<file path="src/rtl/float_div_rcp_pkg.sv">
// Shared definitions for the E8/M23 reciprocal datapath: field layout of the
// unpacked result word, special encodings and per-result flag indices.
package float_div_rcp_pkg;

    localparam int EXP_W  = 8;
    localparam int MAN_W  = 23;
    localparam int EXT_W  = 4;
    localparam int X_W    = 1 + EXP_W + 1 + MAN_W + EXT_W;
    localparam int MANT_W = 1 + MAN_W + EXT_W;

    localparam int X_SIGN    = X_W - 1;
    localparam int X_EXP_MSB = X_W - 2;
    localparam int X_EXP_LSB = X_W - 1 - EXP_W;
    localparam int X_MNT_MSB = MANT_W - 1;

    localparam logic [31:0]      QNAN_32  = 32'h7FC00000;
    localparam logic [EXP_W-1:0] EXP_ALL1 = '1;

    typedef enum logic [1:0] {
        FLG_INX  = 2'd0,
        FLG_ZERO = 2'd1,
        FLG_INF  = 2'd2,
        FLG_NAN  = 2'd3
    } flag_idx_e;

    typedef enum logic [1:0] {
        KIND_NORM,
        KIND_NAN,
        KIND_INF,
        KIND_ZERO
    } kind_e;

endpackage

</file>
<file path="src/rtl/float_div_rcp_rne_round.sv">
// Round-to-nearest-even decision from the LSB, guard and sticky bits.
// Purely combinational; shared with the sqrt datapath.
module float_div_rcp_rne_round (
    input  logic lsb,
    input  logic guard,
    input  logic sticky,
    output logic inc,
    output logic inexact
);

    assign inc     = guard & (sticky | lsb);
    assign inexact = guard | sticky;

endmodule

</file>
<file path="src/rtl/float_div_rcp_round_pack_pipe.sv">
// Two-stage normalise / RNE-round / binary32-pack stage of the reciprocal
// datapath, globally stalled by astall, with sticky exception accumulation.
module float_div_rcp_round_pack_pipe
    import float_div_rcp_pkg::*;
(
    input  logic           aclk,
    input  logic           arst,
    input  logic           astall,
    input  logic           in_vld,
    input  logic [X_W-1:0] x,
    output logic           out_vld,
    output logic [31:0]    z,
    output logic [3:0]     z_flags,
    output logic [3:0]     sticky,
    input  logic           sticky_clr
);

    logic             in_sign;
    logic [EXP_W-1:0] in_exp;
    logic [MANT_W-1:0] in_mant;
    logic [MANT_W-2:0] norm_mant;
    logic [EXP_W-1:0] norm_exp;
    logic             rnd_inc;
    logic             rnd_inx;
    kind_e            s1_kind_d;
    logic             s1_inx_d;

    assign in_sign = x[X_SIGN];
    assign in_exp  = x[X_EXP_MSB:X_EXP_LSB];
    assign in_mant = x[X_MNT_MSB:0];

    // Hidden bit is dropped here; it is implied by the normal-path exponent.
    always_comb begin
        norm_mant = in_mant[MANT_W-2:0];
        norm_exp  = in_exp;
        if (!in_mant[MANT_W-1]) begin
            norm_mant = {in_mant[MANT_W-3:0], 1'b0};
            norm_exp  = in_exp - EXP_W'(1);
        end
    end

    float_div_rcp_rne_round u_rne (
        .lsb     (norm_mant[EXT_W]),
        .guard   (norm_mant[EXT_W-1]),
        .sticky  (|norm_mant[EXT_W-2:0]),
        .inc     (rnd_inc),
        .inexact (rnd_inx)
    );

    always_comb begin
        s1_kind_d = KIND_NORM;
        s1_inx_d  = rnd_inx;
        if (in_exp == EXP_ALL1) begin
            s1_kind_d = (|in_mant[MANT_W-2:EXT_W]) ? KIND_NAN : KIND_INF;
            s1_inx_d  = 1'b0;
        end else if (in_exp == '0) begin
            s1_kind_d = KIND_ZERO;
            s1_inx_d  = 1'b0;
        end else if (norm_exp == '0) begin
            // Normalisation underflowed into the denormal range: flush.
            s1_kind_d = KIND_ZERO;
            s1_inx_d  = 1'b1;
        end
    end

    logic             s1_vld;
    logic             s1_sign;
    logic [EXP_W-1:0] s1_exp;
    logic [MAN_W-1:0] s1_frac;
    logic             s1_inc;
    logic             s1_inx;
    kind_e            s1_kind;

    always_ff @(posedge aclk or posedge arst) begin
        if (arst) begin
            s1_vld  <= 1'b0;
            s1_sign <= 1'b0;
            s1_exp  <= '0;
            s1_frac <= '0;
            s1_inc  <= 1'b0;
            s1_inx  <= 1'b0;
            s1_kind <= KIND_NORM;
        end else if (!astall) begin
            s1_vld  <= in_vld;
            s1_sign <= in_sign;
            s1_exp  <= norm_exp;
            s1_frac <= norm_mant[EXT_W +: MAN_W];
            s1_inc  <= rnd_inc;
            s1_inx  <= s1_inx_d;
            s1_kind <= s1_kind_d;
        end
    end

    logic             rnd_carry;
    logic [MAN_W-1:0] rnd_frac;
    logic [EXP_W-1:0] rnd_exp;
    logic [31:0]      z_d;
    logic [3:0]       flags_d;

    // An all-ones fraction plus one wraps to zero, so the carry case needs no extra mux.
    assign {rnd_carry, rnd_frac} = {1'b0, s1_frac} + (MAN_W+1)'(s1_inc);
    assign rnd_exp = s1_exp + EXP_W'(rnd_carry);

    always_comb begin
        z_d     = {s1_sign, rnd_exp, rnd_frac};
        flags_d = '0;
        case (s1_kind)
            KIND_NAN: begin
                z_d              = QNAN_32;
                flags_d[FLG_NAN] = 1'b1;
            end
            KIND_INF: begin
                z_d              = {s1_sign, EXP_ALL1, {MAN_W{1'b0}}};
                flags_d[FLG_INF] = 1'b1;
            end
            KIND_ZERO: begin
                z_d               = {s1_sign, {(EXP_W+MAN_W){1'b0}}};
                flags_d[FLG_ZERO] = 1'b1;
                flags_d[FLG_INX]  = s1_inx;
            end
            default: begin
                if (rnd_exp == EXP_ALL1) begin
                    z_d              = {s1_sign, EXP_ALL1, {MAN_W{1'b0}}};
                    flags_d[FLG_INF] = 1'b1;
                    flags_d[FLG_INX] = 1'b1;
                end else begin
                    flags_d[FLG_INX] = s1_inx;
                end
            end
        endcase
    end

    always_ff @(posedge aclk or posedge arst) begin
        if (arst) begin
            out_vld <= 1'b0;
            z       <= '0;
            z_flags <= '0;
            sticky  <= '0;
        end else if (!astall) begin
            out_vld <= s1_vld;
            if (s1_vld) begin
                z       <= z_d;
                z_flags <= flags_d;
            end
            sticky <= (sticky_clr ? 4'h0 : sticky) | (s1_vld ? flags_d : 4'h0);
        end
    end

endmodule

</file>
<file path="config.mk">
export PLATFORM = sky130hd
export DESIGN_NAME = float_div_rcp_round_pack_pipe
export DESIGN_NICKNAME = d
export VERILOG_FILES = /design/src/rtl/float_div_rcp_pkg.sv /design/src/rtl/float_div_rcp_rne_round.sv /design/src/rtl/float_div_rcp_round_pack_pipe.sv
export SDC_FILE = /design/constraint.sdc
export NUM_CORES = 1
export LEC_CHECK = 0
export BUFFER_PORTS_ARGS = -buffer_cell sky130_fd_sc_hd__buf_2
export CAP_MARGIN = 15
export CORE_MARGIN = 2
export CORE_UTILIZATION = 53
export CTS_CLUSTER_DIAMETER = 30
export DETAILED_ROUTE_END_ITERATION = 6
export GPL_ROUTABILITY_DRIVEN = 0
export GPL_TIMING_DRIVEN = 0
export PLACE_DENSITY = 0.77
export SLEW_MARGIN = 20
export SYNTH_ARGS = -nofsm -noshare
export SYNTH_HDL_FRONTEND = slang
export SYNTH_HIERARCHICAL = 1
export SYNTH_SLANG_ARGS = --single-unit
</file>
<file path="constraint.sdc">
create_clock -name aclk -period 3.5 [get_ports aclk]
set_input_delay 0.7 -clock aclk [delete_from_list [all_inputs] [get_ports aclk]]
set_output_delay 0.7 -clock aclk [all_outputs]
set_load 0.1 [all_outputs]
</file>
**After elaboration in Yosys (flattened, before gate mapping)**

Cells that the tools add are included.

- Register bits: 78
- Input bits: 42
- Output and inout port bits: 41
- Logic and storage cells: 50

- Add/sub/neg operators: 3
- Equal/unequal tests: 5
- Muxes and demuxes: 19
- Bitwise gates (word level): 5
- Reduce and logical (&&, ||, !) cells: 7

Operators by type and width:

| cell | count |
|---|---|
| $pmux 32 s3 | 1 |
| $mux 31 | 1 |
| $mux 27 | 1 |
| $add 23x1->24 | 1 |
| $reduce_or 23->1 | 1 |
| $eq 8x8->1 const B | 2 |
| $logic_not 8->1 | 2 |
| $add 8x1->8 | 1 |
| $mux 2 | 4 |
| $mux 4 | 2 |
| $mux 8 | 1 |
| $sub 8x1->8 const B | 1 |
| $mux 1 | 7 |
| $eq 2x2->1 const B | 2 |
| $or 4x4->4 | 1 |
| $pmux 1 s2 | 2 |
| $reduce_or 2->1 | 2 |
| $reduce_or 3->1 | 1 |
| $eq 2x1->1 const B | 1 |
| $or 1x1->1 | 2 |
| $reduce_and 2->1 | 1 |
| $and 1x1->1 | 1 |
| $not 1->1 | 1 |

**Depth between registers and ports, before layout**

- Depth after elaboration: 7
- Depth in mapped cells: 12
- Gate-level depth less buffers: 11

**Modules after synthesis**

The synthesis kept the hierarchy.

By module, submodules not included:

| module | times used | cells an instance | area each (um^2) | seq. area each (um^2) |
|---|---|---|---|---|
| float_div_rcp_round_pack_pipe | 1 | 414 | 4161.5 | 1951.9 |
| float_div_rcp_rne_round | 1 | 2 | 13.8 | 0.0 |

**Worst setup path before layout**

No wires, ideal clock.

- Path type: reg2reg
- Start point: register s1_frac[0]
- End point: register z[0]
- Library setup time: 0.122 ns
- Arrival time: 3.066 ns
- Data required time: 3.378 ns
- Path slack: 0.313 ns
- Cell stages (with the launch flop): 12
- Path buffers: 1
- Clock period less this slack: 3.187 ns
- Path through: dfrtp_1 > ha_1 > nand4_1 > nor4_1 > and3_1 > ha_1 > nand2_1 > or3_4 > a2111oi_4 > a31oi_4 > buf_6 > a22o_1

- Cells in the longest elaborated chain, start to end: 5

Ends and longest elaborated chain:

| what | RTL line | RTL |
|---|---|---|
| start: declaration | float_div_rcp_round_pack_pipe.sv:69 | `logic [MAN_W-1:0] s1_frac;` |
| start signal: assignment | float_div_rcp_round_pack_pipe.sv:87 | `s1_frac <= norm_mant[EXT_W +: MAN_W];` |
| $add 23x1->24 * | float_div_rcp_round_pack_pipe.sv:101 | `assign {rnd_carry, rnd_frac} = {1'b0, s1_frac} + (MAN_W+1)'(s1_inc);` |
| $add 8x1->8 | float_div_rcp_round_pack_pipe.sv:102 | `assign rnd_exp = s1_exp + EXP_W'(rnd_carry);` |
| $eq 8x8->1 | float_div_rcp_round_pack_pipe.sv:122 | `if (rnd_exp == EXP_ALL1) begin` |
| $mux 31 * | float_div_rcp_round_pack_pipe.sv:122 |  |
| $pmux 32 s3 * | float_div_rcp_round_pack_pipe.sv:107 | `case (s1_kind)` |
| end signal: assignment | float_div_rcp_round_pack_pipe.sv:142 | `z <= z_d;` |
| end: declaration | float_div_rcp_round_pack_pipe.sv:12 | `output logic [31:0] z,` |

Mark *: on every way between the ends. The rest lies on a longest branch, timed or not.
A chain may end at the register's enable or synchronous reset.

**Final worst setup path**

- Start point: register s1_inc
- End point: register z[0]

- Cells in the longest elaborated chain, start to end: 5

Ends and longest elaborated chain:

| what | RTL line | RTL |
|---|---|---|
| start: declaration | float_div_rcp_round_pack_pipe.sv:70 | `logic s1_inc;` |
| start signal: assignment | float_div_rcp_round_pack_pipe.sv:88 | `s1_inc <= rnd_inc;` |
| $add 23x1->24 * | float_div_rcp_round_pack_pipe.sv:101 |  |
| $add 8x1->8 | float_div_rcp_round_pack_pipe.sv:102 |  |
| $eq 8x8->1 | float_div_rcp_round_pack_pipe.sv:122 |  |
| $mux 31 * | float_div_rcp_round_pack_pipe.sv:122 |  |
| $pmux 32 s3 * | float_div_rcp_round_pack_pipe.sv:107 |  |

Marked as above.

==> metrics.txt <==
total number of vias=around 3,500; fmax=approximately 300 MHz; Ports=slightly above 80; Comb pwr share=0.364; Ys Warns=6; Synth Instances=416; HPWL Detailed=7530 µm; clock group share of total power=0.239; CP max stage delay=between 0.4 and 0.5 ns; Static Leak=approximately 2.4 nW; ANT cells=0; nets=around 560; DIE WIDTH=between 90 and 100 µm; final std cells w/o fill=616; WP data arrival=about 3.6 ns; Row Count=32; Mapped Nets=approximately 470; PortBufs=78; cells on worst reg2reg path=12; final worst path period need=between 3 and 4 ns; Slew headroom=0.366; top cells by area, synth=dfrtp_1, mux2i_1, nand2_1; die area=approximately 8600 µm²; share of layout cells above drive strength 1=0.230; top_reg_cell synth=dfrtp_1; Starting Density=0.543; Psw=roughly 1.2 mW; clock insertion delay at the later pin of the skew report=roughly 0.35 ns; Least-Margin Pin Slew=~0.94 ns; Power Dens Cells=approximately 570 nW/µm²; Synth top area share=0.467; Placed Instance Area=around 4700 µm²; root buffer cell=clkbuf_8; slowest library cell on the worst path=a2111oi_4; final antenna-violating net count=0; post-route cell area=between 4000 and 5000 µm²; Mean Syn Cell Area=between 10 and 15 µm²; post-synthesis register bit count=78; global-route wire length before repair=between 15,000 and 20,000 µm; largest net degree at the start of global routing=between 40 and 50; Flop pwr share=0.397; startpoint types=flip-flop; number of global-route vias before repair=3,374; Vias/cell=5.66; cell with the most instances on the worst path=ha_1; Clock transition at path regs=approximately 0.080 ns; Final Max Tran Viols=0; Routed WL=roughly 9900 µm; RSZ-0062 raised after global routing=false; DRC Markers=0; TritonCTS clock tree=yes; die height=around 93 µm; Seq/Total Area, Yosys=0.467; required time worst endpoint=roughly 3.7 ns; Worst Path Max Fanout=10; CTS max path bufs=2; CP Cell Sequence=ha_1, nand4_1, buf_4, nor4_4, and3_1, ha_1, nand2_1, or3_4, a2111oi_4, a31oi_4, buf_6, a22o_1; Post-synth EDFFs=0; max_cap viols=0; CP Class=reg -> reg; final setup violation count=0; Final Skew=roughly 0.0090 ns; Routed WL per cell=16.0 µm; Critical Path End Type=flip-flop; 1st-iter DRT viols=183; Peak supply drop=roughly 0.23 mV; GRT Overall Usage=0.243; fraction of registers with async set/reset=1.00; initial antenna violation count=0; Setup TNS=0 ns; clock buffer count from CTS=9; Final period util=0.949; status=finished, final reports clean; synthesized area=approximately 4200 µm²; GRT Residual Overflow=0; Final Hold Viols=0; htree depth=3; distinct cell type count after synthesis=53; area leader, netlist=dfrtp_1; Net Sw Frac=0.436; Placed Instances=slightly below 600; 1st-pass router iterations=5; Tot Pwr=between 2 and 3 mW; Pint=between 1.5 and 2 mW; worst hold path type=in -> async; core footprint=7690 µm²; CTS Sinks=between 70 and 80; area growth from synthesis to layout=18.5%
[state kept, by name (all words and copies together), names as in the netlist]
signal / cells
out_vld: 1
s1_vld: 1
s1_inx: 1
z_flags: 4
s1_exp: 8
s1_kind: 2
sticky: 4
z: 32
s1_sign: 1
s1_inc: 1
s1_frac: 23
[worst max-delay path: cells and delay by family (launching register included)]
family,cells,cell delay (ns)
compound gates,3,0.84
fa+ha+maj,2,0.44
buf+inv,2,0.37
flops,1,0.36
simple gates,5,1.18
[routing by layer]
| layer | vias to the layer above | track usage | wire length, µm |
|---|---|---|---|
| li1 | 1686 | - | - |
| met1 | 1711 | 0.330 | 4470 |
| met2 | 81 | 0.404 | 4860 |
| met3 | 11 | 0.0439 | 408 |
| met4 | 0 | 0.0625 | 122 |
| met5 | - | 0 | 0 |
[synth_stat cells, types with 3 or more instances]
master / number
and4_1: 3
nand2_1: 60
a21o_1: 4
nor2b_1: 3
nor4_1: 8
nor3_1: 3
inv_1: 11
nand3_1: 15
clkbuf_1: 16
mux2_2: 8
a21oi_1: 8
a22o_1: 20
xor2_1: 11
mux2i_1: 24
and3_1: 6
nor3b_1: 3
o21ai_0: 40
ha_1: 10
dfrtp_1: 78
nor2_1: 13
nand4_1: 9
xnor2_1: 22
a211oi_1: 3
[cell type report]
| cell class | instances | area, µm² |
|---|---|---|
| fill | 678 | 2740 |
| multi-input combinational | 305 | 2100 |
| sequential | 78 | 1950 |
| timing repair buffer | 82 | 433 |
| clock buffer | 13 | 149 |
| tap | 102 | 128 |
| buffer | 22 | 100 |
| clock inverter | 3 | 43.8 |
| inverter | 11 | 43.8 |
[worst paths after layout]
kind	start	end	slack (ns)
max reg2reg	s1_inc$_DFFE_PP0N_	z[0]$_DFFE_PP0P_	0.18
max	s1_inc$_DFFE_PP0N_	z[0]$_DFFE_PP0P_	0.18
min reg2reg	sticky[1]$_DFFE_PP0N_	sticky[1]$_DFFE_PP0N_	0.47
max in group asynchronous	arst	s1_kind[1]$_DFFE_PP0N_	2.55
min in group aclk	sticky[1]$_DFFE_PP0N_	sticky[1]$_DFFE_PP0N_	0.47
min	arst	s1_frac[15]$_DFFE_PP0N_	0.37
[stage by stage]
step / util / hold slack [ns] / setup WS [ns]
final: 0.643 / 0.372 / 0.178
after global routing: 0.643 / 0.404 / 0.0508
after CTS: 0.640 / 0.388 / 0.0797
after detailed placement: 0.613 / 0.459 / -0.477
after global placement: 0.611 / 0.456 / -0.332
after floorplan: - / 0.459 / 0.313
[timing repair]
action / CTS / global route
gates resized for setup: 2 / 0
endpoints found under the setup margin: 28 / 21
pin swaps: 1 / 2
hold buffers: 0 / 0
buffers inserted: 0 / 3
[power groups by stage]
stage	Clock (mW)	Combinational [mW]	Sequential, mW
detailed placement	0	1.02	1.13
global route	0.722	1.08	1.13
CTS	0.683	1.03	1.11
global placement	0	1.01	1.13
finish	0.672	1.02	1.11
floorplan	0	0.251	1.70
[cells by family (layout without fill, tap and decap cells)]
family                   Yosys count  after routing  share of synthesized area
AND/OR/NAND/NOR                  134            134                      0.158
buffers and inverters             33            131                     0.0339
multiplexers                      32             32                     0.0791
XOR/XNOR                          33             33                     0.0692
adder cells (fa/ha/maj)           10             10                     0.0300
AO/OA/AOI/OAI                     96             96                      0.162
flip-flops                        78             78                      0.467
[cells in the final DEF, fill, tap and decap left out, types with 4 or more instances in the layout]
cell / n
clkbuf_8: 10
nor4_1: 7
xor2_1: 11
inv_1: 10
nor2_1: 13
mux2_2: 8
and3_1: 6
dfrtp_1: 78
ha_1: 10
o21ai_0: 40
nand4_1: 9
a21oi_1: 8
a22o_1: 20
nand3_1: 15
nand2_1: 60
buf_2: 80
mux2i_1: 24
xnor2_1: 22
a21o_1: 4
clkbuf_1: 19
No activity file was read; power rests on OpenSTA's default activity.
